<file path="src/rtl/ddr_tx_pkg.sv">
// Shared types for the DDR transmit serializer: FSM states and beat counter sizing.
package ddr_tx_pkg;

  typedef enum logic {
    IDLE  = 1'b0,
    SHIFT = 1'b1
  } state_t;

  // Counter must hold 0..beats-1 and never collapse to zero width.
  function automatic int beat_cnt_w(input int beats);
    return (beats > 1) ? $clog2(beats) : 1;
  endfunction

endpackage

</file>
<file path="src/rtl/oddr_cell.sv">
// Behavioural DDR output cell: rise bit while clk high, fall bit while clk low.
// Zero latency (combinational mux); no backpressure.
module oddr_cell (
  input  logic clk,
  input  logic d_rise,
  input  logic d_fall,
  output logic q
);

  assign q = clk ? d_rise : d_fall;

endmodule

</file>
<file path="src/rtl/ddr_tx_serializer.sv">
// DDR transmit serializer: parallel word -> LANES DDR pins, LSB beat first. Optional DDR_TX_TRAINING_EN.
// Latency: beat 0 on pins the cycle after the accepting edge; one beat per clk.
// Backpressure: in_ready only in IDLE or on the last beat, so back-to-back words stream gap-free.
module ddr_tx_serializer
  import ddr_tx_pkg::*;
#(
  parameter int   LANES    = 2,
  parameter int   BEATS    = 4,
  parameter logic IDLE_VAL = 1'b0,
  parameter int   DATA_W   = 2 * LANES * BEATS
) (
  input  logic              clk,
  input  logic              resetb,
  input  logic [DATA_W-1:0] in_data,
  input  logic              in_valid,
  output logic              in_ready,
  output logic [LANES-1:0]  ddr_q,
  output logic              tx_frame,
  output logic              busy
`ifdef DDR_TX_TRAINING_EN
  ,
  input  logic              train_req,
  output logic              train_active
`endif
);

  localparam int             CW     = beat_cnt_w(BEATS);
  localparam int             BEAT_W = 2 * LANES;
  localparam logic [CW-1:0]  LAST   = CW'(BEATS - 1);

  state_t             state_q, state_d;
  logic [CW-1:0]      cnt_q, cnt_d;
  logic [LANES-1:0]   rise_q, rise_d, fall_q, fall_d;
  logic [DATA_W-1:0]  shift_q, shift_d;
  logic               frame_q, frame_d;
  logic               rdy_en_q;
  logic               last_beat, xfer;
`ifdef DDR_TX_TRAINING_EN
  logic               train_q, train_d;
`endif

  always_comb begin
    last_beat = (state_q == SHIFT) && (cnt_q == LAST);
    in_ready  = rdy_en_q && ((state_q == IDLE) || last_beat);
    xfer      = in_valid && in_ready;

    state_d = state_q;
    cnt_d   = cnt_q;
    shift_d = shift_q;
    frame_d = frame_q;
    rise_d  = rise_q;
    fall_d  = fall_q;
`ifdef DDR_TX_TRAINING_EN
    train_d = 1'b0;
`endif

    if (xfer) begin
      for (int l = 0; l < LANES; l++) begin
        rise_d[l] = in_data[2*l];
        fall_d[l] = in_data[2*l+1];
      end
      shift_d = in_data >> BEAT_W;
      cnt_d   = '0;
      state_d = SHIFT;
      frame_d = 1'b1;
    end else if ((state_q == SHIFT) && !last_beat) begin
      for (int l = 0; l < LANES; l++) begin
        rise_d[l] = shift_q[2*l];
        fall_d[l] = shift_q[2*l+1];
      end
      shift_d = shift_q >> BEAT_W;
      cnt_d   = cnt_q + 1'b1;
    end else begin
      rise_d  = {LANES{IDLE_VAL}};
      fall_d  = {LANES{IDLE_VAL}};
      frame_d = 1'b0;
      state_d = IDLE;
      cnt_d   = '0;
`ifdef DDR_TX_TRAINING_EN
      // Forwarded-clock pattern lets the far end align its capture while no data flows.
      if ((state_q == IDLE) && train_req) begin
        rise_d  = {LANES{1'b1}};
        fall_d  = {LANES{1'b0}};
        train_d = 1'b1;
      end
`endif
    end
  end

  always_ff @(posedge clk or negedge resetb) begin
    if (!resetb) begin
      state_q  <= IDLE;
      cnt_q    <= '0;
      shift_q  <= '0;
      frame_q  <= 1'b0;
      rise_q   <= {LANES{IDLE_VAL}};
      fall_q   <= {LANES{IDLE_VAL}};
      rdy_en_q <= 1'b0;
`ifdef DDR_TX_TRAINING_EN
      train_q  <= 1'b0;
`endif
    end else begin
      state_q  <= state_d;
      cnt_q    <= cnt_d;
      shift_q  <= shift_d;
      frame_q  <= frame_d;
      rise_q   <= rise_d;
      fall_q   <= fall_d;
      rdy_en_q <= 1'b1;
`ifdef DDR_TX_TRAINING_EN
      train_q  <= train_d;
`endif
    end
  end

  assign tx_frame = frame_q;
  assign busy     = (state_q == SHIFT);
`ifdef DDR_TX_TRAINING_EN
  assign train_active = train_q;
`endif

  for (genvar l = 0; l < LANES; l++) begin : g_lane
    oddr_cell u_oddr (
      .clk    (clk),
      .d_rise (rise_q[l]),
      .d_fall (fall_q[l]),
      .q      (ddr_q[l])
    );
  end

endmodule

</file>
<file path="config.mk">
export PLATFORM = sky130hd
export DESIGN_NAME = ddr_tx_serializer
export DESIGN_NICKNAME = d
export VERILOG_FILES = /design/src/rtl/ddr_tx_pkg.sv /design/src/rtl/oddr_cell.sv /design/src/rtl/ddr_tx_serializer.sv
export SDC_FILE = /design/constraint.sdc
export NUM_CORES = 1
export LEC_CHECK = 0
export ABC_AREA = 1
export CELL_PAD_IN_SITES_DETAIL_PLACEMENT = 2
export CELL_PAD_IN_SITES_GLOBAL_PLACEMENT = 2
export CORE_UTILIZATION = 29
export CTS_BUF_LIST = sky130_fd_sc_hd__clkbuf_2
export CTS_CLUSTER_DIAMETER = 80
export DETAILED_ROUTE_END_ITERATION = 7
export PLACE_DENSITY = 0.87
export RECOVER_POWER = 100
export SYNTH_ARGS = -nofsm -noshare
export SYNTH_HDL_FRONTEND = slang
export SYNTH_SLANG_ARGS = --single-unit
export TNS_END_PERCENT = 50
</file>
<file path="constraint.sdc">
create_clock -name clk -period 1.6 [get_ports clk]
set_clock_uncertainty 0.2 [all_clocks]
set_input_delay 0.4 -clock clk [delete_from_list [all_inputs] [get_ports clk]]
set_output_delay 0.4 -clock clk [all_outputs]
set_load 0.1 [all_outputs]
</file>
# Word level (Yosys, flattened, before mapping)
# Cells that the tools add are included.
dict set report op_classes {
  n_addsub 1
  n_eq_ne 2
  n_mux 12
  bitwise_logic 1
  reduce_logical 7
}
# cell count
set op_table {}
lappend op_table {{16-bit 2-to-1 mux} 2}
lappend op_table {{2-bit 2-to-1 mux} 6}
lappend op_table {{1-bit logical AND} 4}
lappend op_table {{1-bit 2-to-1 mux} 4}
lappend op_table {{2-bit by 1-bit adder with 2-bit output, second input constant} 1}
lappend op_table {{2-bit equality test, second input constant} 1}
lappend op_table {{2-bit != test, second input constant} 1}
lappend op_table {{2-bit nonzero test} 1}
lappend op_table {{1-bit zero test} 1}
lappend op_table {{1-bit logical OR} 1}
lappend op_table {{1-bit NOT} 1}
dict set report totals {
  register_bits 24
  in_bits 19
  word_cells 29
}

# Longest topological paths before layout
dict set report logic_depth {
  depth_word 6
  mapped_depth 9
}

# Hierarchy
# A second synthesis with hierarchy kept.
dict set report unflattened {
  cells_unflattened 116
  area_unflattened_um2 952.2
}
# mod n_inst cells_per_inst area_per_inst_um2
set modules_own_cells {}
lappend modules_own_cells {ddr_tx_serializer 1 108 922.1}
lappend modules_own_cells {oddr_cell 2 4 15.0}

==> metrics.md <==
| Metric | Value |
|---|---|
| Final wirelength | 3080 um |
| CTS tree | built |
| Final setup violation count | 11 |
| Vias/cell | 4.68 |
| Commonest non-fill, non-tap cell in the layout | nand2_1 |
| Final WS setup | -0.517 ns |
| Smallest hold slack | 0.260 ns |
| Buffers on Ports | 23 |
| CP Launch Type | clock port |
| Crit Path Class | clk2out |
| Die ar. | 0.00356 mm^2 |
| Worst skew pair latency | 0.42 ns |
| Post-route DRC | 0 |
| Seq cells post-synth | 20 |
| Largest net degree at the start of global routing | 17 |
| Status | finished with violations |
| Die Wd | 59.6 um |
| Seq/Total Area, Yosys | 0.519 |
| PwrDens | 1970 mW/mm^2 |
| Die H | 59.6 um |
| DRT iter0 DRCs | 14 |
| CP Capture Type | output pin |
| Post-synth top area cell | dfrtp_1 |
| Initial antenna violation count | 1 |
| Routability cong. | 0.725 |
| Worst R2R Start | cnt_q[0] |
| Max-Cap Viols | 0 |
| Synth warnings | 0 |
| Hold Fails Final Rpt | 0 |
| Post-Syn Instances | 112 |
| Vias in the first global route | 1018 |
| Layout cells sized above 1 | 0.277 |
| Area delta synth->final | 48.6% |
| First-pass GRT wire length | 4650 um |
| R2R cell count | 8 |
| Area of the mapped netlist | 963 um^2 |
| Cell row count | 20 |
| CTS clk-pin slew, worst paths | 0.19 ns |
| Reg2Reg Capture Point | shift_q[4] |
| Commonest non-fill, non-tap cells in the layout | 37 x nand2_1, 19 x dfrtp_1, 17 x clkdlybuf4s50_1 |
| Max Transition Viols Final | 0 |
| Arr. time, crit path | 1.52 ns |
| Antenna-violating nets left | 0 |
| Critical-path cell list | buf_2, buf_6, mux2_4, buf_12 |
| Via count | 903 |
| Critical Path Source | clk |
| GRT Residual Overflow | 0 |
| Worst EP required | 1.00 ns |
| CP peak stage delay | 0.31 ns |
| DR pass1 iterations | 4 |
| GR met2 Demand/Resource | 0.338 |
| Worst hold start | cnt_q[0] |
| Leakage | 0.741 nW |
| Starting Density | 0.310 |
| Top Usage Layer GRT | met2 |
| Post-synth top area share | 0.519 |
| Final total power | 2.83 mW |
| Syn Area/Cell | 8.60 um^2 |
| Avg WL per Cell | 15.9 um |
| Synth Net Count | 132 |
| HPWL after DPL | 1860 um |
| Hold WC Path Type | reg2reg |
| Crit path to | ddr_q[0] |
| Top-Level Pins | 24 |
| Crit path max fanout | 3 |
| M3 GR Usage | 0.0721 |
| Met1 usage | 0.188 |
| CP max-delay cell | mux2_4 |
| RSZ-0062 raised after global routing | true |
| Reg2reg setup slack | -0.05 ns |
| Fin nets | 169 |
| Core box area | 0.00310 mm^2 |
| Synth top area cells | dfrtp_1 52%, nand2_1 16%, nand4_1 5.2%, inv_1 4.7%, nand3_1 4.2% |
| Violated checks | setup timing |
| Yosys cell types | 18 |
| Max rail drop VDD | 0.000980 V |
| GRT Overall Usage | 0.193 |
==> worst min-delay path by stage <==
stage,end,slack [ns],cells after the start
6_report,cnt_q[0],0.26,1
5_1_grt,cnt_q[0],0.27,1
4_1_cts,cnt_q[0],0.27,1
3_5_place_dp,cnt_q[0],0.24,1
3_3_place_gp,cnt_q[0],0.22,1
2_1_floorplan,cnt_q[0],-0.1,0
==> Yosys cell counts (all sizes together) <==
| cell | number |
|---|---|
| inv | 14 |
| o21ai | 4 |
| nand4 | 8 |
| mux2 | 2 |
| nand2 | 41 |
| ha | 1 |
| conb | 1 |
| nand3 | 9 |
| o21a | 1 |
| nor2 | 3 |
| buf | 8 |
| dfrtp | 20 |
==> kinds of logic after synthesis <==
kind of cell	after synthesis	synth area share
mux	2	0.0234
buf+inv	22	0.123
flops	20	0.519
other cells	1	0.00389
fa+ha+maj	1	0.0130
compound gates	5	0.0364
simple gates	61	0.281
==> cell type report <==
type	instances	area [um^2]
fillers	370	1670
multi-input cells	71	398
repair buffers	33	340
flip-flops and latches	20	504
well taps	44	55.1
diodes	1	2.50
clock buffers	9	72.6
inverters	14	55.1
clock inverters	1	3.75
==> power breakdown <==
part | leakage [nW] | total [mW] | switching, mW | internal, mW
Sequential | 0.261 | 0.779 | 0.101 | 0.678
Combinational | 0.420 | 1.25 | 0.748 | 0.504
Clock | 0.0601 | 0.795 | 0.503 | 0.292
Total | 0.741 | 2.83 | 1.35 | 1.47
==> registers in the layout (all words and copies together), names as in the netlist <==
signal and flops:
rdy_en_q 1, tx_frame 1, shift_q 12, fall_q 2
cnt_q 2, rise_q 2
==> per-layer routing <==
layer  up-vias  wire, um
met2        26      1760
met3         6       146
met5         -         0
met1       448      1090
met4         0        70
li1        423         -
==> timing repair <==
| action | in CTS | in global routing |
|---|---|---|
| cloned | 0 | 1 |
| hold buffers | 1 | 0 |
| gates resized for setup | 19 | 12 |
| buffers inserted | 1 | 1 |
| hold endpoints to repair | 4 | 0 |
| setup endpoints to repair | 7 | 17 |
| pin swaps | 3 | 1 |
==> worst max-delay path, delay by kind of cell <==
kind	cells	cell delay [ns]
buffers and inverters	3	0.40
multiplexers	1	0.31
==> stage by stage <==
stage	instance area [um^2]	std cells	worst slack, ns	setup TNS, ns	util
after global placement	1320	181	-1.11	-3.92	0.425
final	1430	193	-0.517	-2.09	0.461
after floorplan	990	112	-0.320	-1.59	-
after CTS	1390	191	-0.498	-2.16	0.449
after global routing	1430	193	-0.548	-2.72	0.461
after detailed placement	1320	181	-1.11	-4.79	0.425
No activity file was read; power rests on OpenSTA's default activity.
